**src/rtl/demux_stream_router_if.sv**
```systemverilog
// Stream bundle between the single producer, the N consumers and demux_stream_router.
// The Broadcast_In signal exists only when DEMUX_STREAM_ROUTER_BROADCAST_EN is defined.
interface demux_stream_router_if #(
    parameter int DATA_WIDTH     = 8,
    parameter int NUM_CHANNELS   = 32,
    parameter int SEL_WIDTH      = 5,
    parameter int DROP_CNT_WIDTH = 8
);
    logic                               Enable_In;
    logic                               Valid_In;
    logic                               Ready_Out;
    logic [DATA_WIDTH-1:0]              Data_In;
    logic [SEL_WIDTH-1:0]               Select_In;
    logic [NUM_CHANNELS-1:0]            Valid_Out;
    logic [NUM_CHANNELS-1:0]            Ready_In;
    logic [NUM_CHANNELS*DATA_WIDTH-1:0] Data_Out;
    logic [DROP_CNT_WIDTH-1:0]          Drop_Count_Out;
    logic                               Error_Out;
`ifdef DEMUX_STREAM_ROUTER_BROADCAST_EN
    logic                               Broadcast_In;

    modport master (
        output Enable_In, Valid_In, Data_In, Select_In, Ready_In, Broadcast_In,
        input  Ready_Out, Valid_Out, Data_Out, Drop_Count_Out, Error_Out
    );
    modport slave (
        input  Enable_In, Valid_In, Data_In, Select_In, Ready_In, Broadcast_In,
        output Ready_Out, Valid_Out, Data_Out, Drop_Count_Out, Error_Out
    );
`else
    modport master (
        output Enable_In, Valid_In, Data_In, Select_In, Ready_In,
        input  Ready_Out, Valid_Out, Data_Out, Drop_Count_Out, Error_Out
    );
    modport slave (
        input  Enable_In, Valid_In, Data_In, Select_In, Ready_In,
        output Ready_Out, Valid_Out, Data_Out, Drop_Count_Out, Error_Out
    );
`endif
endinterface

```
**src/rtl/demux_stream_router.sv**
```systemverilog
// Registered 1:N stream demux with one-entry per-channel buffers and out-of-range drop accounting.
// Define DEMUX_STREAM_ROUTER_BROADCAST_EN to add the Broadcast_In write-to-all-channels mode.
module demux_stream_router #(
    parameter int DATA_WIDTH     = 8,
    parameter int NUM_CHANNELS   = 32,
    parameter int SEL_WIDTH      = 5,
    parameter int DROP_CNT_WIDTH = 8
) (
    input logic                  Clock_In,
    input logic                  Reset_n_In,
    demux_stream_router_if.slave bus
);
    localparam logic [SEL_WIDTH:0] LP_NUM_CH = (SEL_WIDTH + 1)'(NUM_CHANNELS);

    logic [NUM_CHANNELS-1:0]                 r_full;
    logic [NUM_CHANNELS-1:0][DATA_WIDTH-1:0] r_buf;
    logic [DROP_CNT_WIDTH-1:0]               r_dropCount;
    logic                                    r_error;

    logic [NUM_CHANNELS-1:0] w_selHot;
    logic [NUM_CHANNELS-1:0] w_chanReady;
    logic [NUM_CHANNELS-1:0] w_load;
    logic                    w_inRange;
    logic                    w_broadcast;
    logic                    w_ready;
    logic                    w_accept;
    logic                    w_drop;

    assign w_inRange = ({1'b0, bus.Select_In} < LP_NUM_CH);
`ifdef DEMUX_STREAM_ROUTER_BROADCAST_EN
    assign w_broadcast = bus.Broadcast_In;
`else
    assign w_broadcast = 1'b0;
`endif

    // A channel can take a word if it is empty or is being drained this cycle.
    assign w_chanReady = ~r_full | bus.Ready_In;

    always_comb begin
        w_selHot = '0;
        for (int k = 0; k < NUM_CHANNELS; k++) begin
            w_selHot[k] = (bus.Select_In == SEL_WIDTH'(k));
        end
    end

    always_comb begin
        w_ready = 1'b0;
        if (!Reset_n_In || !bus.Enable_In) begin
            w_ready = 1'b0;
        end else if (w_broadcast) begin
            w_ready = &w_chanReady;
        end else if (w_inRange) begin
            w_ready = |(w_selHot & w_chanReady);
        end else begin
            w_ready = 1'b1;
        end
    end

    assign w_accept = bus.Valid_In && w_ready;
    assign w_drop   = w_accept && !w_broadcast && !w_inRange;
    assign w_load   = w_accept ? (w_broadcast ? {NUM_CHANNELS{1'b1}} : w_selHot)
                               : {NUM_CHANNELS{1'b0}};

    // A load wins over a drain so a draining channel refills without a bubble.
    always_ff @(posedge Clock_In or negedge Reset_n_In) begin
        if (!Reset_n_In) begin
            r_full <= '0;
            r_buf  <= '0;
        end else begin
            for (int k = 0; k < NUM_CHANNELS; k++) begin
                if (w_load[k]) begin
                    r_full[k] <= 1'b1;
                    r_buf[k]  <= bus.Data_In;
                end else if (r_full[k] && bus.Ready_In[k]) begin
                    r_full[k] <= 1'b0;
                end
            end
        end
    end

    always_ff @(posedge Clock_In or negedge Reset_n_In) begin
        if (!Reset_n_In) begin
            r_dropCount <= '0;
            r_error     <= 1'b0;
        end else if (w_drop) begin
            r_error <= 1'b1;
            if (r_dropCount != {DROP_CNT_WIDTH{1'b1}}) begin
                r_dropCount <= r_dropCount + 1'b1;
            end
        end
    end

    assign bus.Ready_Out      = w_ready;
    assign bus.Valid_Out      = r_full;
    assign bus.Data_Out       = r_buf;
    assign bus.Drop_Count_Out = r_dropCount;
    assign bus.Error_Out      = r_error;
endmodule

```
**src/flat_wrapper.sv**
```systemverilog
// flat-port wrapper written by rule: the top's interface ports become plain ports
module demux_stream_router_flat 
#(
    parameter int DATA_WIDTH     = 8,
    parameter int NUM_CHANNELS   = 32,
    parameter int SEL_WIDTH      = 5,
    parameter int DROP_CNT_WIDTH = 8
)
  (Clock_In, Reset_n_In, bus_Enable_In, bus_Valid_In, bus_Data_In, bus_Select_In, bus_Ready_In, bus_Ready_Out, bus_Valid_Out, bus_Data_Out, bus_Drop_Count_Out, bus_Error_Out);
  demux_stream_router_if #(.DATA_WIDTH(DATA_WIDTH), .NUM_CHANNELS(NUM_CHANNELS), .SEL_WIDTH(SEL_WIDTH), .DROP_CNT_WIDTH(DROP_CNT_WIDTH)) bus_i ();
  input logic Clock_In;
  input logic Reset_n_In;
  input wire logic [$bits(bus_i.Enable_In)-1:0] bus_Enable_In;
  input wire logic [$bits(bus_i.Valid_In)-1:0] bus_Valid_In;
  input wire logic [$bits(bus_i.Data_In)-1:0] bus_Data_In;
  input wire logic [$bits(bus_i.Select_In)-1:0] bus_Select_In;
  input wire logic [$bits(bus_i.Ready_In)-1:0] bus_Ready_In;
  output wire logic [$bits(bus_i.Ready_Out)-1:0] bus_Ready_Out;
  output wire logic [$bits(bus_i.Valid_Out)-1:0] bus_Valid_Out;
  output wire logic [$bits(bus_i.Data_Out)-1:0] bus_Data_Out;
  output wire logic [$bits(bus_i.Drop_Count_Out)-1:0] bus_Drop_Count_Out;
  output wire logic [$bits(bus_i.Error_Out)-1:0] bus_Error_Out;
  assign bus_i.Enable_In = bus_Enable_In;
  assign bus_i.Valid_In = bus_Valid_In;
  assign bus_i.Data_In = bus_Data_In;
  assign bus_i.Select_In = bus_Select_In;
  assign bus_i.Ready_In = bus_Ready_In;
  assign bus_Ready_Out = bus_i.Ready_Out;
  assign bus_Valid_Out = bus_i.Valid_Out;
  assign bus_Data_Out = bus_i.Data_Out;
  assign bus_Drop_Count_Out = bus_i.Drop_Count_Out;
  assign bus_Error_Out = bus_i.Error_Out;
  demux_stream_router #(.DATA_WIDTH(DATA_WIDTH), .NUM_CHANNELS(NUM_CHANNELS), .SEL_WIDTH(SEL_WIDTH), .DROP_CNT_WIDTH(DROP_CNT_WIDTH)) u_core (.Clock_In(Clock_In), .Reset_n_In(Reset_n_In), .bus(bus_i));
endmodule
```
**config.mk**
```make
export PLATFORM = sky130hd
export DESIGN_NAME = demux_stream_router_flat
export DESIGN_NICKNAME = d
export VERILOG_FILES = /design/src/rtl/demux_stream_router_if.sv /design/src/rtl/demux_stream_router.sv /design/src/flat_wrapper.sv
export SDC_FILE = /design/constraint.sdc
export NUM_CORES = 1
export LEC_CHECK = 0
export ABC_AREA = 1
export CAP_MARGIN = 20
export CORE_MARGIN = 2
export CORE_UTILIZATION = 30
export DETAILED_ROUTE_END_ITERATION = 6
export PLACE_DENSITY = 0.66
export SLEW_MARGIN = 5
export SYNTH_ARGS = -nofsm -noshare
export SYNTH_HDL_FRONTEND = slang
export SYNTH_SLANG_ARGS = --single-unit
```
**constraint.sdc**
```tcl
create_clock -name Clock_In -period 3.27 [get_ports Clock_In]
set_clock_uncertainty 0.15 [all_clocks]
set_input_delay 0.327 -clock Clock_In [delete_from_list [all_inputs] [get_ports Clock_In]]
set_output_delay 0.327 -clock Clock_In [all_outputs]
set_load 0.05 [all_outputs]
```
==> results.md, run 1 <==
* Status: complete, no violations
* Total of max-cap violations at 0
* Dpl cells at approximately 2300
* Worst-Margin Slew at approximately 1100 ps
* Core area at about 40000 um^2
* Worst setup SP type: primary input
* Via count at approximately 11000
* Vias in the first global route at approximately 11000
* Wire length per cell at 19.2 um
* Area contributors post-synth: dfrtp_1, nand2_1, nor2_4
* Crit path cell chain: clkdlybuf4s50_1 -> nand2_1 -> nor2_1 -> buf_4 -> nand3_1 -> nand2_1 -> nor2_1 -> nand2_1 -> nor2_1 -> a21oi_1 -> buf_12
* Initial DRC count at 580
* Leakage at ~9.1 nW
* Crit path DAT at around 2500 ps
* Worst setup EP type: output port
* Pre-CTS setup slack at -79.3 ps
* Port Buf Inserts at 337
* Grt total ovfl at 0
* Synthesized area per cell at between 8 and 9 um^2
* Antenna violations before repair at 1
* Post-DRT Antenna Nets at 0
* CTS root buf: clkbuf_16
* Finish-stage setup viols at 0
* Critical Path Max Stage Delay at roughly 570 ps
* Slew headroom at between 20% and 30%
* Sequential area share after synthesis at 59.6%
* I/O pin count at 347
* Via/cell ratio at 4.60
* Finished Layout Cells at 2337
* Critical Path RT at 2790 ps
* Synth top area share at 59.6%
* GP Congestion at 0.859
* Max rail drop VDD at ~380 uV
* Final Cycle Share at 91.6%
* Power Dens Cells at between 500 and 600 nW/um^2
* Final hold slack at approximately 220 ps
* Fin util at about 43%
* Cell variety after synth at 19
* Setup TNS at 0 ps
* Area growth syn-to-layout at 41.8%
* Family with the most delay on the worst path: buffers and inverters
* Slowest stage cell, crit path: clkdlybuf4s50_1
* Die Ht at roughly 200 um
* FF+latch count, synth at 288
* Placed cell areas at 16100 um^2
* Clk slew on worst S/H paths at 60 ps
* Synthesized area at roughly 12000 um^2
* Starting density of the core at between 30% and 40%
* Max Freq at between 0.3 and 0.4 GHz
* Row count at between 70 and 80
* RSZ-0062 raised after global routing: false
* Die ar. at around 42000 um^2
* Bufs on Longest Clock Path at 3
* Critical path type: primary input to output port
* Drt first pass iters at 5
* CP bufs+invs at 3
* Seq. cell area at ~7200 um^2
* Final Hold Viols at 0
* Drt drc at 0
* Synth warn at 0
* Layout cells sized above 1 at 7.95%
* First-pass GRT wire length at 66.4 mm
* Final Slew Violations at 0
* Die W at around 200 um
* Gr usage total at a little over a fifth
* Crit path time final at roughly 3000 ps
* Finished Cell Area at about 17000 um^2
* Inserted Clock Buffers at 31
* Clock latency on the worst-skew pair at a little under 600 ps
* Largest net degree at the start of global routing at 147
* CTS tree: built
* Multi-input gate area at 4380 um^2
* H-tree depth at 1
* NumNets Final at 1837
* Dpl hpwl at around 31 mm
* Final total power at roughly 9.5 mW
* Crit path max fanout at 5
* Post-synth top area cell: dfrtp_1
* Fill cells at 3862
* Syn Inst Count at ~1400
* Final worst slack at between 200 and 300 ps
* Clock Sinks at approximately 290
* DRT Wirelength at 44.8 mm
* Hold crit path type: primary input to flip-flop
placed cells by master, fill, tap and decap left out:
cell type        instances
nand4_1                 28
nand4_2                 20
nand2_1                882
clkinvlp_4               3
buf_12                   5
a21oi_1                  1
clkbuf_8                 6
nand2_2                  1
clkbuf_16               31
conb_1                   9
diode_2                  1
inv_6                    1
nor2_2                   4
dlygate4sd3_1            1
inv_2                    1
or2_2                    1
bufinv_16                3
nand3_1                 12
nor2_4                  30
dfrtp_1                288
inv_1                   73
buf_8                    1
nand3_4                  1
clkinv_2                 6
clkdlybuf4s50_1        326
clkbuf_1                 6
buf_2                    9
nor2_1                  41
buf_4                   21
routing by layer:
metal  wire (um)  track usage, %  vias up
met1       19100            27.1     5279
met4        1400            7.09        0
met3        2810            4.53       81
met2       21500            34.9      353
met5           0               0        -
li1            -               -     5047
timing repair:
item / 4_1_cts / 5_1_grt
hold buffers: 1 / 0
hold endpoints to repair: 142 / 0
buffers inserted: 0 / 0
gates resized for setup: 0 / 0
path summary, 6_finish.rpt:
| kind | from | endpoint | slack [ps] | depth (start not counted) |
|---|---|---|---|---|
| worst max-delay path | bus_Select_In[0] | bus_Ready_Out | 270 | 11 |
| worst min-delay path | bus_Ready_In[15] | u_core.bus.Valid_Out[15]$_DFFE_PN0P_ | 220 | 4 |
| worst max register to register | u_core.bus.Valid_Out[11]$_DFFE_PN0P_ | u_core.bus.Data_Out[128]$_DFFE_PN0P_ | 890 | 11 |
| worst min register to register | u_core.bus.Data_Out[140]$_DFFE_PN0P_ | u_core.bus.Data_Out[140]$_DFFE_PN0P_ | 330 | 2 |
| max in group asynchronous | Reset_n_In | u_core.bus.Data_Out[16]$_DFFE_PN0P_ | 1330 | 4 |
| min in group asynchronous | Reset_n_In | u_core.bus.Data_Out[200]$_DFFE_PN0P_ | 320 | 3 |
worst min-delay path, cell delays in order:
cell and delay [ps]:
clkdlybuf4s50_1 400, inv_1 50, nand2_1 80, nand2_1 80
power by group:
part | switching (mW) | total, mW | internal, mW
clock network | 1.47 | 3.58 | 2.11
logic | 1.40 | 1.97 | 0.566
registers | 0.145 | 3.94 | 3.79
logic make-up (layout without fill, tap and decap cells):
group | Yosys count | count (layout) | share of synthesized area, %
other | 1 | 10 | 0.0310
AND/OR/NAND/NOR | 1020 | 1020 | 35.9
flip-flops | 288 | 288 | 59.6
AO/OA/AOI/OAI | 1 | 1 | 0.0414
buffers and inverters | 126 | 493 | 4.47
final cells by class:
| cell class | count | area share (%) |
|---|---|---|
| Antenna cell | 1 | 0.0146 |
| Inverter | 74 | 1.62 |
| Sequential cell | 288 | 42.0 |
| Clock buffer | 43 | 5.14 |
| Timing Repair Buffer | 363 | 20.9 |
| Clock inverter | 13 | 0.883 |
| Tap cell | 525 | 3.83 |
| Multi-Input combinational cell | 1030 | 25.6 |
Yosys cell counts:
master	number
nand2_1	882
dfrtp_1	288
inv_1	73
nor2_1	41
clkbuf_1	31
nor2_4	30
nand4_1	28
nand4_2	20
buf_4	12
nand3_1	12
buf_1	6
nor2_2	4
buf_6	3
a21oi_1	1
conb_1	1
inv_2	1
nand2_2	1
nand3_2	1
or2_2	1
sequential cells by signal, summed over array words and instances (netlist names):
signal	cells
u_core.bus.Data_Out	256
u_core.bus.Valid_Out	32
Power figures use the tool's default switching activity.
==> run 2: changes to the inputs <==
--- a/config.mk
+++ b/config.mk
@@ -6,6 +6,7 @@
 export NUM_CORES = 1
 export LEC_CHECK = 0
 export ABC_AREA = 1
+export ABC_CLOCK_PERIOD_IN_PS = 3500
 export CAP_MARGIN = 20
 export CORE_MARGIN = 2
 export CORE_UTILIZATION = 30
==> constraint.sdc (replaced) <==
create_clock -name Clock_In -period 3.5 [get_ports Clock_In]
set_clock_uncertainty 0.15 [all_clocks]
set_input_delay 0.35 -clock Clock_In [delete_from_list [all_inputs] [get_ports Clock_In]]
set_output_delay 0.35 -clock Clock_In [all_outputs]
set_load 0.05 [all_outputs]
==> run 2 against run 1 <==
Global-route usage increased by 0.068 points. Critical path depth unchanged. Hold slack got worse by 170 ps. Design area increased by 0.19%. Largest power group unchanged.
==> results.md, run 2 (same netlist as run 1, synthesis figures left out) <==
* Row count at 73 (unchanged)
* CTS tree: built
* Clk slew on worst S/H paths at 60 ps (about the same)
* Hold crit path type: primary input to asynchronous set/reset pin
* Power Dens Cells at 527 nW/um^2 (-4.6%)
* Critical path type: primary input to output port
* Crit path DAT at 2580 ps (+60 ps)
* Clk pwr share at 39.2% (+1.5 points)
* Pre-CTS setup slack at 150 ps (+229 ps)
* Switching Share at 31.3% (-0.50 points)
* Via count at 10905 (+1.3%)
* Slew headroom at 24.5% (-0.36 points)
* Final hold slack at 52.5 ps (-172 ps)
* Finish-stage setup viols at 0 (unchanged)
* Bufs on Longest Clock Path at 3 (unchanged)
* Setup TNS at 0 ps (unchanged)
* Layout cells sized above 1 at 7.92% (-0.033 points)
* Area growth syn-to-layout at 42.1%
* Post-DRT Antenna Nets at 0 (unchanged)
* Grt total ovfl at 0 (unchanged)
* Dpl hpwl at 30.6 mm (-0.44%)
* Critical Path RT at 3000 ps (+210 ps)
* CTS root buf: clkbuf_16
* GP Congestion at 0.918 (+6.9%)
* Switching Power at 2.84 mW (-5.9%)
* Status: complete, no violations
* Max reg flops at 256 (unchanged)
* Most common cell after layout, fill and taps aside: nand2_1
* Post-CTS Setup Bufs at 0 (unchanged)
* Final Hold Viols at 0 (unchanged)
* Final Cycle Share at between 80% and 90%
* NumNets Final at 1831 (-0.33%)
* I/O pin count at 347 (unchanged)
* Crit path time final at just over 3000 ps
* Leakage at 9.15 nW (+0.21%)
* Core area at 39700 um^2 (unchanged)
* Wire length per cell at 19.1 um (-0.31%)
* Inserted Clock Buffers at 31 (unchanged)
* Die Ht at 205 um (unchanged)
* Max Freq at approximately 0.32 GHz
* H-tree depth at 1 (unchanged)
* Port Buf Inserts at 337 (unchanged)
* Sequential power share at 40.6% (-0.9 points)
* Clock Sinks at 288 (unchanged)
* Die ar. at 41900 um^2 (unchanged)
* Max rail drop VDD at 350 uV (-7.4%)
* Drt first pass iters at 5 (unchanged)
* First-pass GRT wire length at 66.8 mm (+0.62%)
* Combinational share of power at 20.2% (-0.6 points)
* Drt drc at 0 (unchanged)
* Initial DRC count at 700 (+21%)
* Largest net degree at the start of global routing at 147 (unchanged)
* Total of max-cap violations at 0 (unchanged)
* Final Slew Violations at 0 (unchanged)
* Die W at 205 um (unchanged)
* Via/cell ratio at 4.67 (+1.5%)
* Antenna violations before repair at 3 (+2)
* RSZ-0062 raised after global routing: false
* Worst setup SP type: primary input
* Crit path max fanout at 8 (+3)
* DRT Wirelength at 44.6 mm (-0.43%)
* Gr usage total at 21.1% (+0.068 points)
* Clock latency on the worst-skew pair at 570 ps (-20 ps)
* Worst-Margin Slew at 1130 ps (+5.46 ps)
* Starting density of the core at 30.4% (unchanged)
* Final worst slack at 418 ps (+145 ps)
* Internal at 6.22 mW (-3.7%)
* Commonest cells after routing, fill and taps aside: nand2_1, clkdlybuf4s50_1, dfrtp_1, inv_1, nor2_1
* Worst setup EP type: output port
* Vias in the first global route at 10770 (+1.2%)
run 2: final cells by class:
cell class | instances | area (um^2)
Multi-Input combinational cell | 1030 | 4380
Tap cell | 525 | 657
Antenna cell | 3 | 7.51
Inverter | 74 | 278
Fill cell | 3873 | 22600
Clock buffer | 41 | 893
Sequential cell | 288 | 7210
Clock inverter | 16 | 211
Timing Repair Buffer | 357 | 3550
run 2: repair_timing:
| item | in CTS | in global routing |
|---|---|---|
| gates resized for setup | 0 | 0 |
| endpoints found under the hold margin | 164 | 0 |
| endpoints found under the setup margin | 0 | 0 |
| hold buffers | 1 | 0 |
run 2: critical path: stages:
cell and delay (ps):
clkdlybuf4s50_1 490, nor2_2 370, nand2_1 150, nor2_1 300
nand2_1 170, nand2_1 100, nor2_1 50, nand2_1 50
nor2_1 50, a21oi_1 300, buf_12 200
run 2: metrics by stage:
step | cells | area, um^2 | util, % | power (mW)
floorplan | 1444 | 12100 | - | 4.82
global placement | 2273 | 16100 | 40.4 | 5.55
detailed placement | 2273 | 16100 | 40.4 | 5.57
CTS | 2331 | 17200 | 43.2 | 9.13
global route | 2334 | 17200 | 43.2 | 9.38
finish | 2334 | 17200 | 43.2 | 9.06
run 2: metal layers:
metal	vias to the layer above	share of wire (%)	GRT usage (%)
li1	5040	-	-
met1	5324	41	27.3
met2	448	47	34.4
met3	93	7.9	4.71
met4	0	3.4	7.87
met5	-	0	0
run 2: path summary, 6_finish.rpt:
| check | slack [ps] | endpoint | startpoint | cells after the start |
|---|---|---|---|---|
| max | 420 | bus_Ready_Out | bus_Select_In[0] | 11 |
| min | 50 | u_core.bus.Data_Out[148]$_DFFE_PN0P_ | Reset_n_In | 2 |
| max reg2reg | 1080 | u_core.bus.Data_Out[149]$_DFFE_PN0P_ | u_core.bus.Valid_Out[31]$_DFFE_PN0P_ | 14 |
| min reg2reg | 330 | u_core.bus.Data_Out[148]$_DFFE_PN0P_ | u_core.bus.Data_Out[148]$_DFFE_PN0P_ | 2 |
| max in group asynchronous | 1300 | u_core.bus.Data_Out[10]$_DFFE_PN0P_ | Reset_n_In | 4 |
| min in group Clock_In | 280 | u_core.bus.Valid_Out[16]$_DFFE_PN0P_ | bus_Ready_In[16] | 4 |
run 2: power groups by stage:
stage	Sequential, mW	Combinational, mW	Clock (mW)
detailed placement	3.73	1.84	0
global placement	3.73	1.82	0
finish	3.68	1.83	3.55
global route	3.70	1.93	3.75
CTS	3.68	1.85	3.61
floorplan	4.46	0.353	0
==> RTL change, RTL diff (config.mk and constraints of run 2) <==
`DATA_WIDTH` is set to 8 in 3 places; all go to 12.
--- a/src/rtl/demux_stream_router_if.sv
+++ b/src/rtl/demux_stream_router_if.sv
@@ -1,7 +1,7 @@
 // Stream bundle between the single producer, the N consumers and demux_stream_router.
 // The Broadcast_In signal exists only when DEMUX_STREAM_ROUTER_BROADCAST_EN is defined.
 interface demux_stream_router_if #(
-    parameter int DATA_WIDTH     = 8,
+    parameter int DATA_WIDTH     = 12,
     parameter int NUM_CHANNELS   = 32,
     parameter int SEL_WIDTH      = 5,
     parameter int DROP_CNT_WIDTH = 8
--- a/src/rtl/demux_stream_router.sv
+++ b/src/rtl/demux_stream_router.sv
@@ -1,7 +1,7 @@
 // Registered 1:N stream demux with one-entry per-channel buffers and out-of-range drop accounting.
 // Define DEMUX_STREAM_ROUTER_BROADCAST_EN to add the Broadcast_In write-to-all-channels mode.
 module demux_stream_router #(
-    parameter int DATA_WIDTH     = 8,
+    parameter int DATA_WIDTH     = 12,
     parameter int NUM_CHANNELS   = 32,
     parameter int SEL_WIDTH      = 5,
     parameter int DROP_CNT_WIDTH = 8
--- a/src/flat_wrapper.sv
+++ b/src/flat_wrapper.sv
@@ -1,7 +1,7 @@
 // flat-port wrapper written by rule: the top's interface ports become plain ports
 module demux_stream_router_flat 
 #(
-    parameter int DATA_WIDTH     = 8,
+    parameter int DATA_WIDTH     = 12,
     parameter int NUM_CHANNELS   = 32,
     parameter int SEL_WIDTH      = 5,
     parameter int DROP_CNT_WIDTH = 8
Interface: changed (resized bus_Data_In and bus_Data_Out); port bits go from 347 to 479. No check against the original RTL was run, so the function may have changed too.
==> RTL change against run 2 <==
Clock power is 35% higher. Die area is 41% higher. Sequential power is 45% higher. Wire length is 44% higher. Cell area is 40% higher. Total power is 41% higher. Critical path depth is 2 higher. Synthesized area is 42% higher. Worst setup slack better by 0.27 ns. Via count is 37% higher. Worst hold slack better by 0.074 ns. Sequential cell count is 128 higher. Critical endpoint unchanged. Largest power group unchanged. Highest routed layer is now met5.
==> RTL change: results <==
placed_design:
  hpwl_mm: 44.0
  io_buffers: 469
  gp_congestion: 0.807
  placed_cells: 3192
  placed_area_um2: 22500
yosys:
  synth.distinct_cells: 21
  synthTopCellsByCount: "nand2_1, dfrtp_1, inv_1, nand4_1, nor2_1"
  synth_seq_cells: 416
  synth.area.top_cells: "dfrtp_1, nand2_1, nor2_4"
  synth.avg_cell_area_um2: 8.47
  synth_compound_area_frac: 0.000292
routing:
  first_iter_violations: 1196
  dr_total_vias: 14900
  dr_wl_met3_mm: 4.55
  top_layer: "met5"
  post_drt_wl_per_cell_um: 19.5
  wl_met2_mm: 30.0
power:
  p_clk_frac: 0.376
  ir_worst_vdd_uv: 321
  power_mw: 12.8
  intPower_mw: 8.73
cells_and_area:
  multi_input_gates: 1414
  fin_area_um2: 24100
  layout-drive-gt1-share: 0.0758
  nFillCells: 5428
  seq_area_um2: 10400
  clkCellAreaFrac: 0.0619
  multi_input_area_share: 0.237
  largest_reg_flops: 384
  clkbuf_count: 69
  num-nets-final: 2539
  buf_share: 0.218
  antenna_cells: 0
global_routing:
  grt_util_met1: 0.289
  grt_pass1_vias: 14800
  grt_pass1_wl_mm: 95.7
  use_met3: 0.0466
  antenna_found_initial: 2
  grt_max_degree: 175
  use_met2: 0.344
floorplanning:
  fp.dieW_um: 243
setup_path:
  arrival_ns: 2.32
  ff2ff_path_depth: 13
  cpLargestDelayFamily: "buffers and inverters"
  cp_max_fo: 5
timing:
  maxSlewHeadroom: 0.225
status:
  outcome: "complete, no violations"
clock_network:
  cts_buffers: 46
## RTL change: cell types whose count changed after synthesis, moves of 6 or more
cell      before   now
buf_6          3    23
nand2_1      882  1265
clkbuf_1      31    25
nand4_1       28    48
buf_1          6    23
buf_2          0    34
dfrtp_1      288   416
buf_4         12    22
nand4_2       20     0
## RTL change: final timing paths
kind | slack [ns] | end | startpoint
worst max-delay path | 0.68 | bus_Ready_Out | bus_Select_In[1]
max in group asynchronous | 1.61 | u_core.bus.Data_Out[36]$_DFFE_PN0P_ | Reset_n_In
worst min register to register | 0.33 | u_core.bus.Data_Out[350]$_DFFE_PN0P_ | u_core.bus.Data_Out[350]$_DFFE_PN0P_
min in group Clock_In | 0.17 | u_core.bus.Data_Out[216]$_DFFE_PN0P_ | bus_Data_In[0]
worst min-delay path | 0.13 | u_core.bus.Data_Out[321]$_DFFE_PN0P_ | Reset_n_In
worst max register to register | 0.97 | u_core.bus.Data_Out[88]$_DFFE_PN0P_ | u_core.bus.Valid_Out[17]$_DFFE_PN0P_
